**src/rtl/mshr_refill_buf.sv**
```systemverilog
// MSHR file with line refill buffer: tracks outstanding line misses,
// merges secondary misses, refills critical-word-first, drains in order.
module mshr_refill_buf #(
  parameter int ADR_WIDTH   = 32,
  parameter int DATA_WIDTH  = 32,
  parameter int WORD_OFFSET = 2,
  parameter int BYTE_OFFSET = 2,
  parameter int ENTRIES     = 4,
  localparam int ENTRY_BITS = $clog2(ENTRIES)
) (
  input  logic                                clk,
  input  logic                                rst,
  input  logic                                alloc_cc2mshr,
  input  logic [ADR_WIDTH-1:0]                adr_cc2mshr,
  output logic                                full_mshr2cc,
  output logic                                hit_mshr2cc,
  output logic [ENTRY_BITS-1:0]               id_mshr2cc,
  output logic                                req_mshr2mem,
  output logic [ADR_WIDTH-1:0]                adr_mshr2mem,
  input  logic                                ack_mem2mshr,
  input  logic [DATA_WIDTH-1:0]               dat_mem2mshr,
  output logic                                crit_vld_mshr2cc,
  output logic [ENTRY_BITS-1:0]               crit_id_mshr2cc,
  output logic [DATA_WIDTH-1:0]               crit_dat_mshr2cc,
  output logic                                fill_vld_mshr2cc,
  output logic [ENTRY_BITS-1:0]               fill_id_mshr2cc,
  output logic [ADR_WIDTH-1:0]                fill_adr_mshr2cc,
  output logic [(DATA_WIDTH<<WORD_OFFSET)-1:0] fill_line_mshr2cc,
  input  logic                                fill_rdy_cc2mshr
);

  localparam int TAG_W = ADR_WIDTH - WORD_OFFSET - BYTE_OFFSET;
  localparam int WORDS = 1 << WORD_OFFSET;

  typedef enum logic [1:0] {FREE, PEND, BUSY, DONE} ent_st_e;

  ent_st_e                st_q   [ENTRIES];
  logic [TAG_W-1:0]       tag_q  [ENTRIES];
  logic [WORD_OFFSET-1:0] crit_q [ENTRIES];
  logic [DATA_WIDTH-1:0]  word_q [ENTRIES][WORDS];

  logic [ENTRY_BITS-1:0]  wr_ptr_q;
  logic [ENTRY_BITS-1:0]  mem_ptr_q;
  logic [ENTRY_BITS-1:0]  rd_ptr_q;
  logic [ENTRY_BITS:0]    count_q;
  logic [ENTRY_BITS:0]    count_d;

  logic                   req_q;
  logic [ADR_WIDTH-1:0]   adr_q;
  logic [WORD_OFFSET-1:0] widx_q;
  logic [WORD_OFFSET-1:0] wcnt_q;
  logic                   crit_vld_q;
  logic [ENTRY_BITS-1:0]  crit_id_q;
  logic [DATA_WIDTH-1:0]  crit_dat_q;

  logic [TAG_W-1:0]       alloc_tag;
  logic [WORD_OFFSET-1:0] alloc_crit;
  logic                   any_match;
  logic [ENTRY_BITS-1:0]  match_id;
  logic                   full;
  logic                   hit;
  logic                   new_alloc;
  logic                   fill_fire;
  logic                   ack_fire;
  logic                   last_word;
  logic                   fetch_start;
  logic                   unused_adr;

  assign alloc_tag  = adr_cc2mshr[ADR_WIDTH-1 -: TAG_W];
  assign alloc_crit = adr_cc2mshr[BYTE_OFFSET +: WORD_OFFSET];
  assign unused_adr = ^adr_cc2mshr[BYTE_OFFSET-1:0];

  assign full        = count_q == (ENTRY_BITS+1)'(ENTRIES);
  assign fill_fire   = fill_vld_mshr2cc & fill_rdy_cc2mshr;
  assign hit         = alloc_cc2mshr & any_match;
  assign new_alloc   = alloc_cc2mshr & ~any_match & ~full;
  assign ack_fire    = req_q & ack_mem2mshr;
  assign last_word   = &wcnt_q;
  assign fetch_start = ~req_q && (st_q[mem_ptr_q] == PEND);

  // An entry draining this cycle is gone; a miss to it must reallocate.
  always_comb begin
    any_match = 1'b0;
    match_id  = '0;
    for (int i = 0; i < ENTRIES; i++) begin
      if (!any_match && st_q[i] != FREE &&
          tag_q[i] == alloc_tag &&
          !(fill_fire && rd_ptr_q == ENTRY_BITS'(i))) begin
        any_match = 1'b1;
        match_id  = ENTRY_BITS'(i);
      end
    end
  end

  always_comb begin
    count_d = count_q
            + (ENTRY_BITS+1)'(new_alloc)
            - (ENTRY_BITS+1)'(fill_fire);
  end

  always_ff @(posedge clk or posedge rst) begin
    if (rst) begin
      for (int i = 0; i < ENTRIES; i++) st_q[i] <= FREE;
      wr_ptr_q   <= '0;
      mem_ptr_q  <= '0;
      rd_ptr_q   <= '0;
      count_q    <= '0;
      req_q      <= 1'b0;
      adr_q      <= '0;
      widx_q     <= '0;
      wcnt_q     <= '0;
      crit_vld_q <= 1'b0;
      crit_id_q  <= '0;
      crit_dat_q <= '0;
    end else begin
      crit_vld_q <= 1'b0;
      count_q    <= count_d;
      if (new_alloc) begin
        st_q[wr_ptr_q] <= PEND;
        wr_ptr_q       <= wr_ptr_q + ENTRY_BITS'(1);
      end
      if (fill_fire) begin
        st_q[rd_ptr_q] <= FREE;
        rd_ptr_q       <= rd_ptr_q + ENTRY_BITS'(1);
      end
      if (fetch_start) begin
        st_q[mem_ptr_q] <= BUSY;
        req_q  <= 1'b1;
        widx_q <= crit_q[mem_ptr_q];
        wcnt_q <= '0;
        adr_q  <= {tag_q[mem_ptr_q], crit_q[mem_ptr_q],
                   {BYTE_OFFSET{1'b0}}};
      end else if (ack_fire) begin
        widx_q <= widx_q + WORD_OFFSET'(1);
        wcnt_q <= wcnt_q + WORD_OFFSET'(1);
        adr_q[BYTE_OFFSET +: WORD_OFFSET] <= widx_q + WORD_OFFSET'(1);
        if (wcnt_q == '0) begin
          crit_vld_q <= 1'b1;
          crit_id_q  <= mem_ptr_q;
          crit_dat_q <= dat_mem2mshr;
        end
        if (last_word) begin
          st_q[mem_ptr_q] <= DONE;
          req_q           <= 1'b0;
          mem_ptr_q       <= mem_ptr_q + ENTRY_BITS'(1);
        end
      end
    end
  end

  // Payload storage is qualified by entry state, so it needs no reset.
  always_ff @(posedge clk) begin
    if (new_alloc) begin
      tag_q[wr_ptr_q]  <= alloc_tag;
      crit_q[wr_ptr_q] <= alloc_crit;
    end
    if (ack_fire) word_q[mem_ptr_q][widx_q] <= dat_mem2mshr;
  end

  assign full_mshr2cc     = full;
  assign hit_mshr2cc      = hit;
  assign id_mshr2cc       = hit ? match_id : wr_ptr_q;
  assign req_mshr2mem     = req_q;
  assign adr_mshr2mem     = adr_q;
  assign crit_vld_mshr2cc = crit_vld_q;
  assign crit_id_mshr2cc  = crit_id_q;
  assign crit_dat_mshr2cc = crit_dat_q;
  assign fill_vld_mshr2cc = st_q[rd_ptr_q] == DONE;
  assign fill_id_mshr2cc  = fill_vld_mshr2cc ? rd_ptr_q : '0;
  assign fill_adr_mshr2cc = fill_vld_mshr2cc ?
    {tag_q[rd_ptr_q], {(WORD_OFFSET+BYTE_OFFSET){1'b0}}} : '0;

  always_comb begin
    fill_line_mshr2cc = '0;
    for (int w = 0; w < WORDS; w++) begin
      if (fill_vld_mshr2cc)
        fill_line_mshr2cc[w*DATA_WIDTH +: DATA_WIDTH] = word_q[rd_ptr_q][w];
    end
  end

endmodule

```
**config.mk**
```make
export PLATFORM = sky130hd
export DESIGN_NAME = mshr_refill_buf
export DESIGN_NICKNAME = d
export VERILOG_FILES = /design/src/rtl/mshr_refill_buf.sv
export SDC_FILE = /design/constraint.sdc
export NUM_CORES = 1
export LEC_CHECK = 0
export BUFFER_PORTS_ARGS = -buffer_cell sky130_fd_sc_hd__buf_2
export CORE_ASPECT_RATIO = 1.75
export CORE_UTILIZATION = 35
export DETAILED_ROUTE_END_ITERATION = 10
export MAX_ROUTING_LAYER = met4
export SLEW_MARGIN = 20
export SYNTH_ARGS = -nofsm -noshare
export SYNTH_HDL_FRONTEND = slang
export SYNTH_SLANG_ARGS = --single-unit
```
**constraint.sdc**
```tcl
create_clock -name clk -period 3 [get_ports clk]
set_clock_uncertainty 0.15 [all_clocks]
set_input_delay 0.3 -clock clk [delete_from_list [all_inputs] [get_ports clk]]
set_output_delay 0.3 -clock clk [all_outputs]
set_load 0.05 [all_outputs]
```
==> run summary, run 1 <==
After clock tree synthesis, the clock-pin slew on the worst setup and hold paths is 60 ps. Setup repair after global routing could not meet its margin everywhere. After layout, the minimum clock period comes to 3199 ps. The simple-gate share of the synthesized area is 5.427%, and the number of pins with negative max-slew slack in the final report is 0. The tools report the core outline area as 0.08433 mm². Global routing finished with a remaining overflow of 0. H-tree depth: 3. The critical path goes through xnor2_1, nand4_1, buf_4, nor4_2, buf_4, nand3_4, buf_6, nand2_4, o21ai_2, a22oi_2, buf_12. The final critical path takes up 106.6% of the cycle. For the remaining number of nets flagged by the antenna check after routing, the log shows 0. TritonCTS built the clock tree. For the clock tree buffer depth, the log shows 3. The logs give 0.02972 mm² for the netlist area before placement and 0.08613 mm² for the floorplan die area. Clock tree synthesis inserted a total of 70 buffers. The share of total power dissipated in the clock network is 20.7%. The maximum single-stage delay on the critical path was 420 ps. The post-synthesis share of cell area spent on xor and xnor gates is 3.477%, and the total vias in the final route is 16510. Measured along the y axis, the die boundary spans 387.5 µm. The average wire per cell in the routed design was 27.63 µm; the total routing resource utilization after global routing was 20.97%. Adding up every negative setup slack in the final design gives -9868 ps. By instance count, the cell type seen most on the critical path is buf_4. Synthesis inferred 717 register bits. Number of warnings issued by yosys: 0. The run gives 72 as the pin count of the biggest net entering global routing. For this design the total switching power over the nets is 17.03 mW.

The share of synthesized area spent on multiplexers was 16.49%. The clock sink count was 717; the number of top-level pins was 304. Data on the critical path is required at its endpoint by 2550 ps.

By area, the combinational part of the netlist is dominated by multiplexers. The tools report the sort of element at the start of the critical path as a flip-flop. The fraction of the mapped netlist area in adder cells was 0.9094%; the final count of negative-setup-slack endpoints was 122. Measured against its own limit, the worst slew margin works out to 44.66%. The compound-cell area share of the yosys netlist is 0.7915%, and the later-pin clock latency in the skew report is 650 ps. The analysis attributes to cell leakage a power of 14.05 nW.

The utilization of the core after routing is 46.55%. Once the floorplan was initialized, standard cells occupied 35.24% of the core. Worst vdd rail ir drop: 813.3 µV. The average vias per placed instance was 5.151. The logs give 0.02111 mm² for the combined flip-flop and latch cell area and 30.4% for the sequential fraction of design power. The most common cell after layout, fill and taps aside was edfxtp_1. Width of the chip: 222.3 µm. The endpoint type of the worst setup path was a primary output.

For the internal cell power, the log shows 26.30 mW. For this design, the slowest cell found on the critical path is edfxtp_1. The logs give 0 for the hold violation count in the final report and 88590 µm for the total length of routed wires. The run gives 44 as the number of library cell types mapped by synthesis.

The flow ran to the end, but the final reports show violations. The path type of the worst min-delay path was input pin to flip-flop. The final reports fail on setup timing. STA puts the critical path data arrival time at 2750 ps. The wire length of the first global-routing pass is 124000 µm, and the post-DP HPWL is 53080 µm. For the count of maximum capacitance violations, the log shows 0.

At the end of the flow, the number of nets in the layout was 2164. The final setup slack of the worst path came out at -199.4 ps. The critical path is of the flip-flop to primary output type.

The via count of the first global-routing pass was 17870. For the detailed router's first-iteration violation count, the log shows 1158. In the routed design, unresolved DRC markers number 0. CTS placed an instance of clkbuf_16 at the clock tree root.

The part of the power in combinational logic was 48.9%. In this run the core area contains 141 standard-cell rows. The area of combinational cells with multiple inputs came out at 0.008617 mm².

Dividing total power by cell area gives a power density of 1104 mW/mm². In this run the worst path has a maximum fanout of 3. Counting the fill cells in the layout gives 7131. At the pin with the least slew margin, the transition time is 830.1 ps. The fmax was 0.3126 GHz.

The number of port buffers works out to 295. The logs give -195.1 ps for the pre-CTS setup slack and 1530 for the synthesized instance count. The number of antenna violations at the first check in global routing was 7; the switching share of total power was 39.30%. The run gives 155.9 ps as the worst slack on hold paths. Leaving out fill and tap cells, the most frequent cells in the layout are 632 x edfxtp_1, 186 x mux4_2, 177 x buf_4, 134 x buf_2, 105 x xnor2_1. From synthesis to final layout, the design area changed by 32.09%. The synthesized area per cell works out to 19.42 µm². Summing the sequential cell areas from Yosys gives 71.01% of the chip area. The layout cell share with drive strength beyond 1 was 47.77%; the number of detailed-routing iterations run before antenna repair was 4.

The congestion estimate from routability-driven global placement came to 0.9343.
-- cells by family after synthesis --
group	after synthesis
flip-flops	717
AND/OR/NAND/NOR	256
buffers and inverters	132
adder cells (fa/ha/maj)	21
AO/OA/AOI/OAI	36
other	1
XOR/XNOR	118
multiplexers	249
-- cells in the mapped netlist (all sizes together) --
library cell | number | area (µm²)
edfxtp | 632 | 18980
mux4 | 186 | 4189
and2 | 159 | 994.7
xnor2 | 117 | 1025
dfrtp | 85 | 2127
clkbuf | 66 | 247.7
mux2 | 62 | 701.9
buf | 40 | 212.7
nand4 | 27 | 181.4
inv | 26 | 97.59
ha | 20 | 250.2
and3 | 17 | 106.4
nand2 | 17 | 63.81
o21ai | 16 | 80.08
nand3 | 14 | 85.08
nor4 | 8 | 50.05
a22oi | 5 | 37.54
or3 | 5 | 31.28
a21boi | 4 | 30.03
a32o | 4 | 40.04
nor3b | 3 | 22.52
a21oi | 2 | 10.01
nand4b | 2 | 47.55
or2 | 2 | 12.52
a211oi | 1 | 7.510
a21o | 1 | 7.510
a311oi | 1 | 8.760
a31oi | 1 | 6.260
conb | 1 | 3.750
fa | 1 | 20.02
mux2i | 1 | 10.01
nand2b | 1 | 6.260
nand4bb | 1 | 11.26
o31ai | 1 | 7.510
xor2 | 1 | 8.760
-- layer usage --
| layer | GRT usage [%] | up-vias | wire length [µm] |
|---|---|---|---|
| met3 | 3.932 | 129 | 4539 |
| li1 | - | 7108 | - |
| met1 | 22.68 | 8750 | 32320 |
| met5 | - | - | 0 |
| met2 | 37.16 | 526 | 48250 |
| met4 | 9.293 | 0 | 3470 |
-- power by group through the flow --
| stage | clock network [mW] | registers [mW] | logic [mW] |
|---|---|---|---|
| floorplan | 0 | 14.7 | 10.4 |
| global placement | 0 | 13.3 | 17.1 |
| detailed placement | 0 | 13.4 | 17.2 |
| CTS | 9.21 | 13.2 | 20.6 |
| global route | 9.53 | 13.3 | 22.1 |
| finish | 8.97 | 13.2 | 21.2 |
-- per-stage QoR --
step                      instance area [µm²]  power, mW  instances
after floorplan                         29760      25.11       1535
after global placement                  33730      30.34       2949
after detailed placement                33730      30.52       2949
after CTS                               38680      42.95       3182
after global routing                    39260      44.96       3206
final                                   39260      43.33       3206
-- registers in the layout, summed over array words and instances, names as in the netlist --
name / cells
wr_ptr_q: 2
adr_mshr2mem: 28
crit_vld_mshr2cc: 1
widx_q: 2
crit_dat_mshr2cc: 32
wcnt_q: 2
count_q: 3
req_mshr2mem: 1
word_q: 512
mem_ptr_q: 2
rd_ptr_q: 2
st_q: 8
tag_q: 112
crit_id_mshr2cc: 2
crit_q: 8
-- worst max-delay path, delay by kind of cell (launching register included) --
kind	cells	cell delay, ps
DFF	1	420
AOI/OAI and AO/OA	2	290
xor gates and xnor gates	1	260
buffers and inverters	4	650
and+or+nand+nor	4	480
-- worst paths after layout --
check | from | depth (start not counted) | to | slack (ps)
min reg2reg | crit_id_mshr2cc[0] | 2 | crit_id_mshr2cc[0] | 330
max | tag_q[2][10] | 11 | id_mshr2cc[0] | -200
min in group asynchronous | rst | 3 | crit_dat_mshr2cc[14] | 200
max reg2reg | rd_ptr_q[0] | 12 | count_q[2] | -10
max in group asynchronous | rst | 4 | adr_mshr2mem[14] | 1770
min | alloc_cc2mshr | 4 | st_q[5] | 160
-- final cells by class --
class / instances / share of cell area, %
timing repair buffer: 573 / 14.68
clock inverter: 44 / 1.186
inverter: 26 / 0.2614
sequential: 717 / 53.78
tap: 1072 / 3.417
clock buffer: 83 / 4.692
antenna: 5 / 0.03187
multi-input combinational: 686 / 21.95
-- timing repair --
| action | in CTS | in global routing |
|---|---|---|
| gates cloned | 16 | 10 |
| resized for setup | 397 | 89 |
| hold endpoints to repair | 697 | 0 |
| pin swaps | 15 | 19 |
| setup endpoints to repair | 159 | 215 |
| hold buffers | 66 | 0 |
| buffers inserted | 25 | 15 |
(Power assumes the default switching activity.)
==> inputs of run 2 (changes only) <==
--- a/config.mk
+++ b/config.mk
@@ -8,6 +8,7 @@
 export BUFFER_PORTS_ARGS = -buffer_cell sky130_fd_sc_hd__buf_2
 export CORE_ASPECT_RATIO = 1.75
 export CORE_UTILIZATION = 35
+export CTS_BUF_LIST = sky130_fd_sc_hd__clkbuf_8
 export DETAILED_ROUTE_END_ITERATION = 10
 export MAX_ROUTING_LAYER = met4
 export SLEW_MARGIN = 20
==> run 2 against run 1 <==
Against the previous run: the flow still finishes with violations (setup timing); global-route usage rose by 1.2 points; utilization grew 1.6 points; first-iteration DRC count up 4.1%; worst setup slack got worse by 110 ps; critical path type unchanged; largest cell class unchanged; highest routed layer unchanged.
==> run summary, run 2 (synthesized netlist as in run 1, its figures left out) <==
The average vias per placed instance came out at 5.132 (-0.37%). The static leakage is 14.76 nW (+5.1%), and the power per cell area is 1133 mW/mm² (+2.7%). The path type of the worst min-delay path is input pin to asynchronous set/reset pin.

The average wire per cell in the routed design was 28.42 µm (+2.9%); the placer congestion estimate was 0.9343 (unchanged). Traced cell by cell, the critical path runs through xnor2_2, nand3_1, buf_4, nor4_4, buf_4, nand3_1, nand2_4, a21oi_1, a21oi_2, buf_12. The logs give 304 (unchanged) for the number of top-level pins and 18.08 mW (+6.2%) for the reported net switching power.

Floorplan die area: 0.08613 mm² (unchanged). The number of antenna violations at the first check in global routing is 7 (unchanged). The number of filler instances in the final layout was 7002 (-1.8%); the worst path arrival time was 2860 ps (+110 ps). The run gives 0.3023 GHz (-3.3%) as the fmax. The logs give 16950 (+2.6%) for the total vias in the final route and 5 (+1) for the number of detailed-routing iterations run before antenna repair.

The logic depth of the worst register-to-register path is 13 (+1), and the number of placed cells counting well taps is 2949 (unchanged). Maximum single-stage delay on the critical path: 450 ps (+30 ps). The cell at the root of the clock tree was clkbuf_8. The overall power was 46.03 mW (+6.2%).

The maximum fanout along the worst path is 3 (unchanged). The checks that failed: setup timing. The post-DP HPWL is 53080 µm (unchanged).

The logs give 3 (unchanged) for the H-tree depth and 18480 (+3.4%) for the via count of the first global-routing pass. For the max-slew headroom at the worst pin, the log shows 43.11% (-1.5 points). The time the worst path needs with I/O delays and setup works out to 3308 ps (+108.5 ps). The run finished, with violations left. The tools report the count of standard-cell rows as 141 (unchanged).

The worst vdd rail ir drop is 731.9 µV (-10%). The worst setup path is captured at a primary output. The number of buffers created by CTS was 105 (+50%); the total number of nets in the final design was 2227 (+2.9%). The tools report the final setup slack of the worst path as -307.9 ps (-108.5 ps). The pre-CTS setup slack came out at -195.1 ps (unchanged). For the detailed router's first-iteration violation count, the log shows 1206 (+4.1%).

STA classifies the critical path startpoint as a flip-flop. The post-route clock period utilization is 110.3% (+3.6 points), and the hold violation count in the final report is 0 (unchanged). The core outline area came out at 0.08433 mm² (unchanged).

The largest individual stage delay along the critical path comes from the cell edfxtp_1. The clock-pin slew of the registers on the worst-case setup and hold paths works out to 60 ps (about the same). The die extent in y is 387.5 µm (unchanged), and the pin count of the biggest net entering global routing is 72 (unchanged). For the remaining number of nets flagged by the antenna check after routing, the log shows 0 (unchanged). The number of port buffers is 295 (unchanged).

The later-pin clock latency in the skew report is 790 ps (+140 ps). TritonCTS built the clock tree. The tools report the part of the power in combinational logic as 53.5% (+4.6 points). Register with the most flip-flops: word_q. The layout cell share with drive strength beyond 1 came out at 51.23% (+3.5 points). Setup repair after global routing could not meet its margin everywhere.

The logs give 2550 ps (about the same) for the required time of the worst setup path and 3 (unchanged) for the clock tree buffer depth. Compared with the post-synthesis result, the final layout area differs by 36.69%. The sequential fraction of design power was 28.6% (-1.8 points).

The logs give 0 (unchanged) for the count of maximum capacitance violations and 3303 (+3.0%) for the filler-free cell count of the finished design. The run gives 130300 µm (+5.0%) as the wire length of the first global-routing pass. The logs give 0 (unchanged) for the remaining design rule violation count and 27.95 mW (+6.3%) for the internal cell power.

The most common cell after layout, fill and taps aside was edfxtp_1. The number of pins with negative max-slew slack in the final report came out at 0 (unchanged). For the total routing resource utilization after global routing, the log shows 22.15% (+1.2 points).

The effective utilization at floorplan is 35.24% (unchanged), and the switching share of total power is 39.29% (about the same). Clock sink count: 717 (unchanged). The share of power burned in the clock network is 17.8% (-2.9 points), and the final count of negative-setup-slack endpoints is 157 (+29%). The critical path in this run is classified as flip-flop to primary output. The number of flip-flops under the largest register name works out to 512 (unchanged).

The library cells used most frequently in the layout, excluding fill and tap cells, are 632 x edfxtp_1, 186 x mux4_2, 152 x and2_4, 143 x buf_8, 135 x buf_2. The transition time at the pin with the least slew margin came out at 853.3 ps (+23.20 ps). The total length of routed wires was 93880 µm (+6.0%); the global route total overflow was 0 (unchanged). The width of the chip was 222.3 µm (unchanged).
run 2: changes by cell type in the layout (fill, tap and decap cells not counted), sizes merged, moves of 2 or more:
cell,before,now
clkinv,31,27
clkbuf,99,130
bufbuf,0,2
inv,31,70
buf,491,518
run 2: critical path: cells and delay by family, from the launching register on:
| kind | cells | cell delay (ps) |
|---|---|---|
| AOI/OAI and AO/OA | 2 | 270 |
| xor gates and xnor gates | 1 | 370 |
| DFF | 1 | 450 |
| buffers and inverters | 3 | 480 |
| and+or+nand+nor | 4 | 530 |
run 2: final timing paths:
| check | from | to | slack [ps] |
|---|---|---|---|
| worst max-delay path | tag_q[3][23] | id_mshr2cc[1] | -310 |
| worst min-delay path | rst | crit_dat_mshr2cc[11] | 80 |
| worst max register to register | rd_ptr_q[0] | count_q[1] | -80 |
| worst min register to register | crit_id_mshr2cc[0] | crit_id_mshr2cc[0] | 330 |
| max in group asynchronous | rst | adr_mshr2mem[12] | 1910 |
| min in group clk | adr_cc2mshr[2] | crit_q[0][0] | 180 |
run 2: layer usage:
layer  vias to the layer above  part of all wire [%]  track usage (%)
li1                       7252                     -                -
met2                       586                    55            39.72
met4                         0                   4.0            9.217
met5                         -                     0                -
met3                       137                   5.3            4.235
met1                      8975                    36            23.73
run 2: stage by stage:
| step | TNS, ps | utilization [%] | cell area [µm²] | hold WS [ps] |
|---|---|---|---|---|
| final | -29190 | 48.18 | 40630 | 76.29 |
| after global routing | -43090 | 48.18 | 40630 | 106.0 |
| after CTS | -38120 | 47.19 | 39800 | 53.26 |
| after detailed placement | -369.4 | 40.00 | 33730 | 324.7 |
| after global placement | -446.9 | 40.00 | 33730 | 321.0 |
| after floorplan | 0 | - | 29760 | 248.9 |
run 2: final cells by class:
| class | count | area (µm²) | share of cell area, % |
|---|---|---|---|
| Inverter | 26 | 102.6 | 0.2525 |
| Multi-Input combinational cell | 687 | 8761 | 21.57 |
| Timing Repair Buffer | 600 | 7111 | 17.50 |
| Sequential cell | 717 | 21110 | 51.97 |
| Antenna cell | 4 | 10.01 | 0.02464 |
| Clock inverter | 80 | 575.6 | 1.417 |
| Tap cell | 1072 | 1341 | 3.302 |
| Clock buffer | 117 | 1610 | 3.964 |
run 2: what timing repair did:
item                       4_1_cts  5_1_grt
cloned                          31       18
setup endpoints to repair      162      217
setup buffers                   39        9
gates resized for setup        606      138
pin swaps                       85       68
hold buffers                    67        0
hold endpoints to repair       722        0
run 2: power by group through the flow:
stage | sequential [mW] | clock, mW | combinational (mW)
2_1_floorplan | 14.7 | 0 | 10.4
3_5_place_dp | 13.4 | 0 | 17.2
3_3_place_gp | 13.3 | 0 | 17.1
5_1_grt | 13.3 | 8.77 | 25.6
4_1_cts | 13.2 | 8.43 | 23.3
6_report | 13.2 | 8.20 | 24.6
==> inputs of run 3 (changes only) <==
==> constraint.sdc (replaced) <==
create_clock -name clk -period 3 [get_ports clk]
set_clock_uncertainty 0.15 [all_clocks]
set_input_delay 0.15 -clock clk [delete_from_list [all_inputs] [get_ports clk]]
set_output_delay 0.15 -clock clk [all_outputs]
set_load 0.05 [all_outputs]
==> run 3 against run 2 <==
Against the previous run: the flow still finishes with violations (setup timing); largest power group unchanged; critical path type unchanged; count of clock-buffer cells in the layout decreased by 6; routed wire length rose by 1.3%; critical endpoint is now id_mshr2cc[0]; clock power is 3.9% lower.
==> run summary, run 3 (synthesized netlist as in run 1, its figures left out) <==
The flow ran to the end, but the final reports show violations. The final reports fail on setup timing. The tools report the remaining design rule violation count as 0 (unchanged). Pin count of the biggest net entering global routing: 52 (-28%). The logic depth of the worst register-to-register path is 13 (unchanged). The run gives 2941 (-0.27%) as the number of placed cells counting well taps. The logs give 304 (unchanged) for the number of top-level pins and 17.4% (-0.4 points) for the share of power burned in the clock network. The number of flip-flops under the largest register name was 512 (unchanged). The logs give 0.04035 mm² (-0.69%) for the post-route cell area and 717 (unchanged) for the clock sink count. Die extent in y: 387.5 µm (unchanged).

The tools report the effective utilization at floorplan as 35.24% (unchanged). The tightest min-delay check is of the input pin to flip-flop type. Setup repair after global routing could not meet its margin everywhere.

The placer congestion estimate is 0.9048 (-3.2%), and the count of buffering cells on the critical path with inverters included is 5 (+2). The tools report the utilization of the core after routing as 47.84% (-0.33 points). The number of pins with negative max-slew slack in the final report is 0 (unchanged), and the number of cells on the critical path is 11 (+1). The pre-CTS setup slack was -218.0 ps (-22.90 ps).

The run gives 3 (unchanged) as the H-tree depth. The tools report the core outline area as 0.08433 mm² (unchanged). The worst setup path is of the flip-flop to primary output kind.

For the total number of nets in the final design, the log shows 2229 (+0.090%). Filler-free cell count of the finished design: 3297 (-0.18%). Sort of element at the start of the critical path: a flip-flop. The clock-pin slew of the registers on the worst-case setup and hold paths is 60 ps (about the same).

In the layout the commonest cells are 632 x edfxtp_1, 186 x mux4_2, 157 x and2_4, 135 x buf_2, 135 x buf_4. The hold violation count in the final report is 0 (unchanged). The power per cell area was 1124 mW/mm² (-0.77%); the total routing resource utilization after global routing was 22.05% (-0.10 points). The max-slew headroom at the worst pin was 39.70% (-3.4 points).

Endpoint type of the worst setup path: a primary output. The maximum fanout along the worst path was 2 (-1); the maximum single-stage delay on the critical path was 420 ps (-30 ps). The layout cell share with drive strength beyond 1 works out to 52.48% (+1.2 points).

The worst hold path was traced through 2 stages. The logs give 45.36 mW (-1.5%) for the overall power and -200.1 ps (+107.8 ps) for the final setup slack of the worst path. The area added between synthesis and finish was 35.76%. The run gives 27.16 mW (-2.8%) as the internal cell power. The post-route clock period utilization is 106.7% (-3.6 points), and the global route total overflow is 0 (unchanged). The number of antenna violations at the first check in global routing is 3 (-4), and the time the worst path needs with I/O delays and setup is 3200 ps (-107.8 ps).

For the required time of the worst setup path, the log shows 2700 ps (+150 ps). On the critical path the largest part of the delay comes from buffers and inverters. The wire length of the first global-routing pass is 130800 µm (+0.43%). The width of the chip was 222.3 µm (unchanged). The number of port buffers came out at 295 (unchanged). For the sequential fraction of design power, the log shows 29.1% (+0.5 points). Slowest cell on the critical path: edfxtp_1.

The cell area after placement was 0.03362 mm² (-0.33%); the detailed router's first-iteration violation count was 1136 (-5.8%). Leaving out fill and tap cells, the most frequent cell in the layout is edfxtp_1. The number of buffers created by CTS is 105 (unchanged), and the average vias per placed instance is 5.196 (+1.2%). The transition time at the pin with the least slew margin was 904.5 ps (+51.22 ps). The count of standard-cell rows is 141 (unchanged), and the floorplan die area is 0.08613 mm² (unchanged). The signal on the critical path passes through xnor2_1, buf_4, nand4_1, nor4_2, buf_4, nand3_4, buf_6, inv_4, o21ai_2, a22oi_2, clkbuf_16. Worst path arrival time: 2900 ps (+40 ps). The count of maximum capacitance violations is 0 (unchanged), and the via count of the first global-routing pass is 18250 (-1.2%). Among the stages of the critical path, the cell type that occurs most often is buf_4.

The cell at the root of the clock tree is clkbuf_8. The remaining number of nets flagged by the antenna check after routing is 0 (unchanged). The logs give -13780 ps (+15410 ps) for the setup TNS and 53.5% (about the same) for the part of the power in combinational logic.

The run gives 5 (unchanged) as the number of detailed-routing iterations run before antenna repair. The later-pin clock latency in the skew report was 800 ps (about the same); the average wire per cell in the routed design was 28.86 µm (+1.5%). Register with the most flip-flops: word_q. Static leakage: 14.61 nW (-0.99%). The number of filler instances in the final layout was 7071 (+0.99%). The post-DP HPWL was 53520 µm (+0.83%). The worst vdd rail ir drop was 727.8 µV (-0.57%). The total vias in the final route was 17130 (+1.1%).

The fmax is 0.3125 GHz (+3.4%), and the final count of negative-setup-slack endpoints is 161 (+2.5%). TritonCTS built the clock tree. The total length of routed wires came out at 95140 µm (+1.3%). The run gives 18.20 mW (+0.64%) as the reported net switching power.

The switching share of total power was 40.12% (+0.83 points); the clock tree buffer depth was 3 (unchanged). The worst slack on hold paths is 103.6 ps (+27.30 ps).
run 3: changes by cell type in the layout (fill, tap and decap cells not counted), moves of 5 or more:
cell and delta:
buf_16 +9, xnor2_1 -14, xnor2_2 +12, inv_1 -15, clkinv_1 +6, clkbuf_8 -6
buf_4 +9, buf_6 +76, and2_4 +5, buf_12 -15, buf_8 -78, and2_1 -5
run 3: repair_timing:
action / in CTS / in global routing
resized for setup: 617 / 114
cloned: 29 / 16
pin swaps: 48 / 61
endpoints found under the hold margin: 764 / 0
hold buffers: 71 / 0
setup endpoints to repair: 162 / 161
buffers inserted: 36 / 22
run 3: cell type report:
type | instances | area (µm²) | area share, %
repair buffers | 603 | 6785 | 16.82
clock inverters | 79 | 538.0 | 1.333
multi-input cells | 686 | 8915 | 22.10
inverters | 26 | 117.6 | 0.2915
well taps | 1072 | 1341 | 3.324
clock buffers | 111 | 1528 | 3.787
flip-flops and latches | 717 | 21110 | 52.33
diodes | 3 | 7.507 | 0.01861
run 3: path summary, 6_finish.rpt:
path                                     from                    to  slack, ps
max                              tag_q[1][11]         id_mshr2cc[0]       -200
min                           adr_cc2mshr[15]          tag_q[1][11]        100
max reg2reg                       rd_ptr_q[0]            count_q[2]        -20
min reg2reg                crit_id_mshr2cc[1]    crit_id_mshr2cc[1]        320
max in group asynchronous                 rst           rd_ptr_q[0]       1450
min in group asynchronous                 rst  crit_dat_mshr2cc[11]        540
run 3: worst register-to-register path: cells and delay by family, from the launching register on:
kind | cells | cell delay [ps]
flip-flops | 1 | 510
XOR/XNOR | 1 | 130
AND/OR/NAND/NOR | 3 | 490
buffers and inverters | 6 | 840
adder cells (fa/ha/maj) | 3 | 790
run 3: power groups by stage:
stage	logic, mW	clock network [mW]	registers (mW)
2_1_floorplan	10.4	0	14.7
3_3_place_gp	16.9	0	13.3
3_5_place_dp	17.0	0	13.4
4_1_cts	23.0	8.08	13.2
5_1_grt	25.2	8.46	13.3
6_report	24.3	7.88	13.2
run 3: layer usage:
| metal | wire [µm] | GRT usage (%) | vias up |
|---|---|---|---|
| li1 | - | - | 7244 |
| met1 | 33450 | 23.52 | 9089 |
| met2 | 52170 | 39.59 | 644 |
| met3 | 5676 | 4.788 | 153 |
| met4 | 3841 | 8.359 | 0 |
| met5 | 0 | - | - |
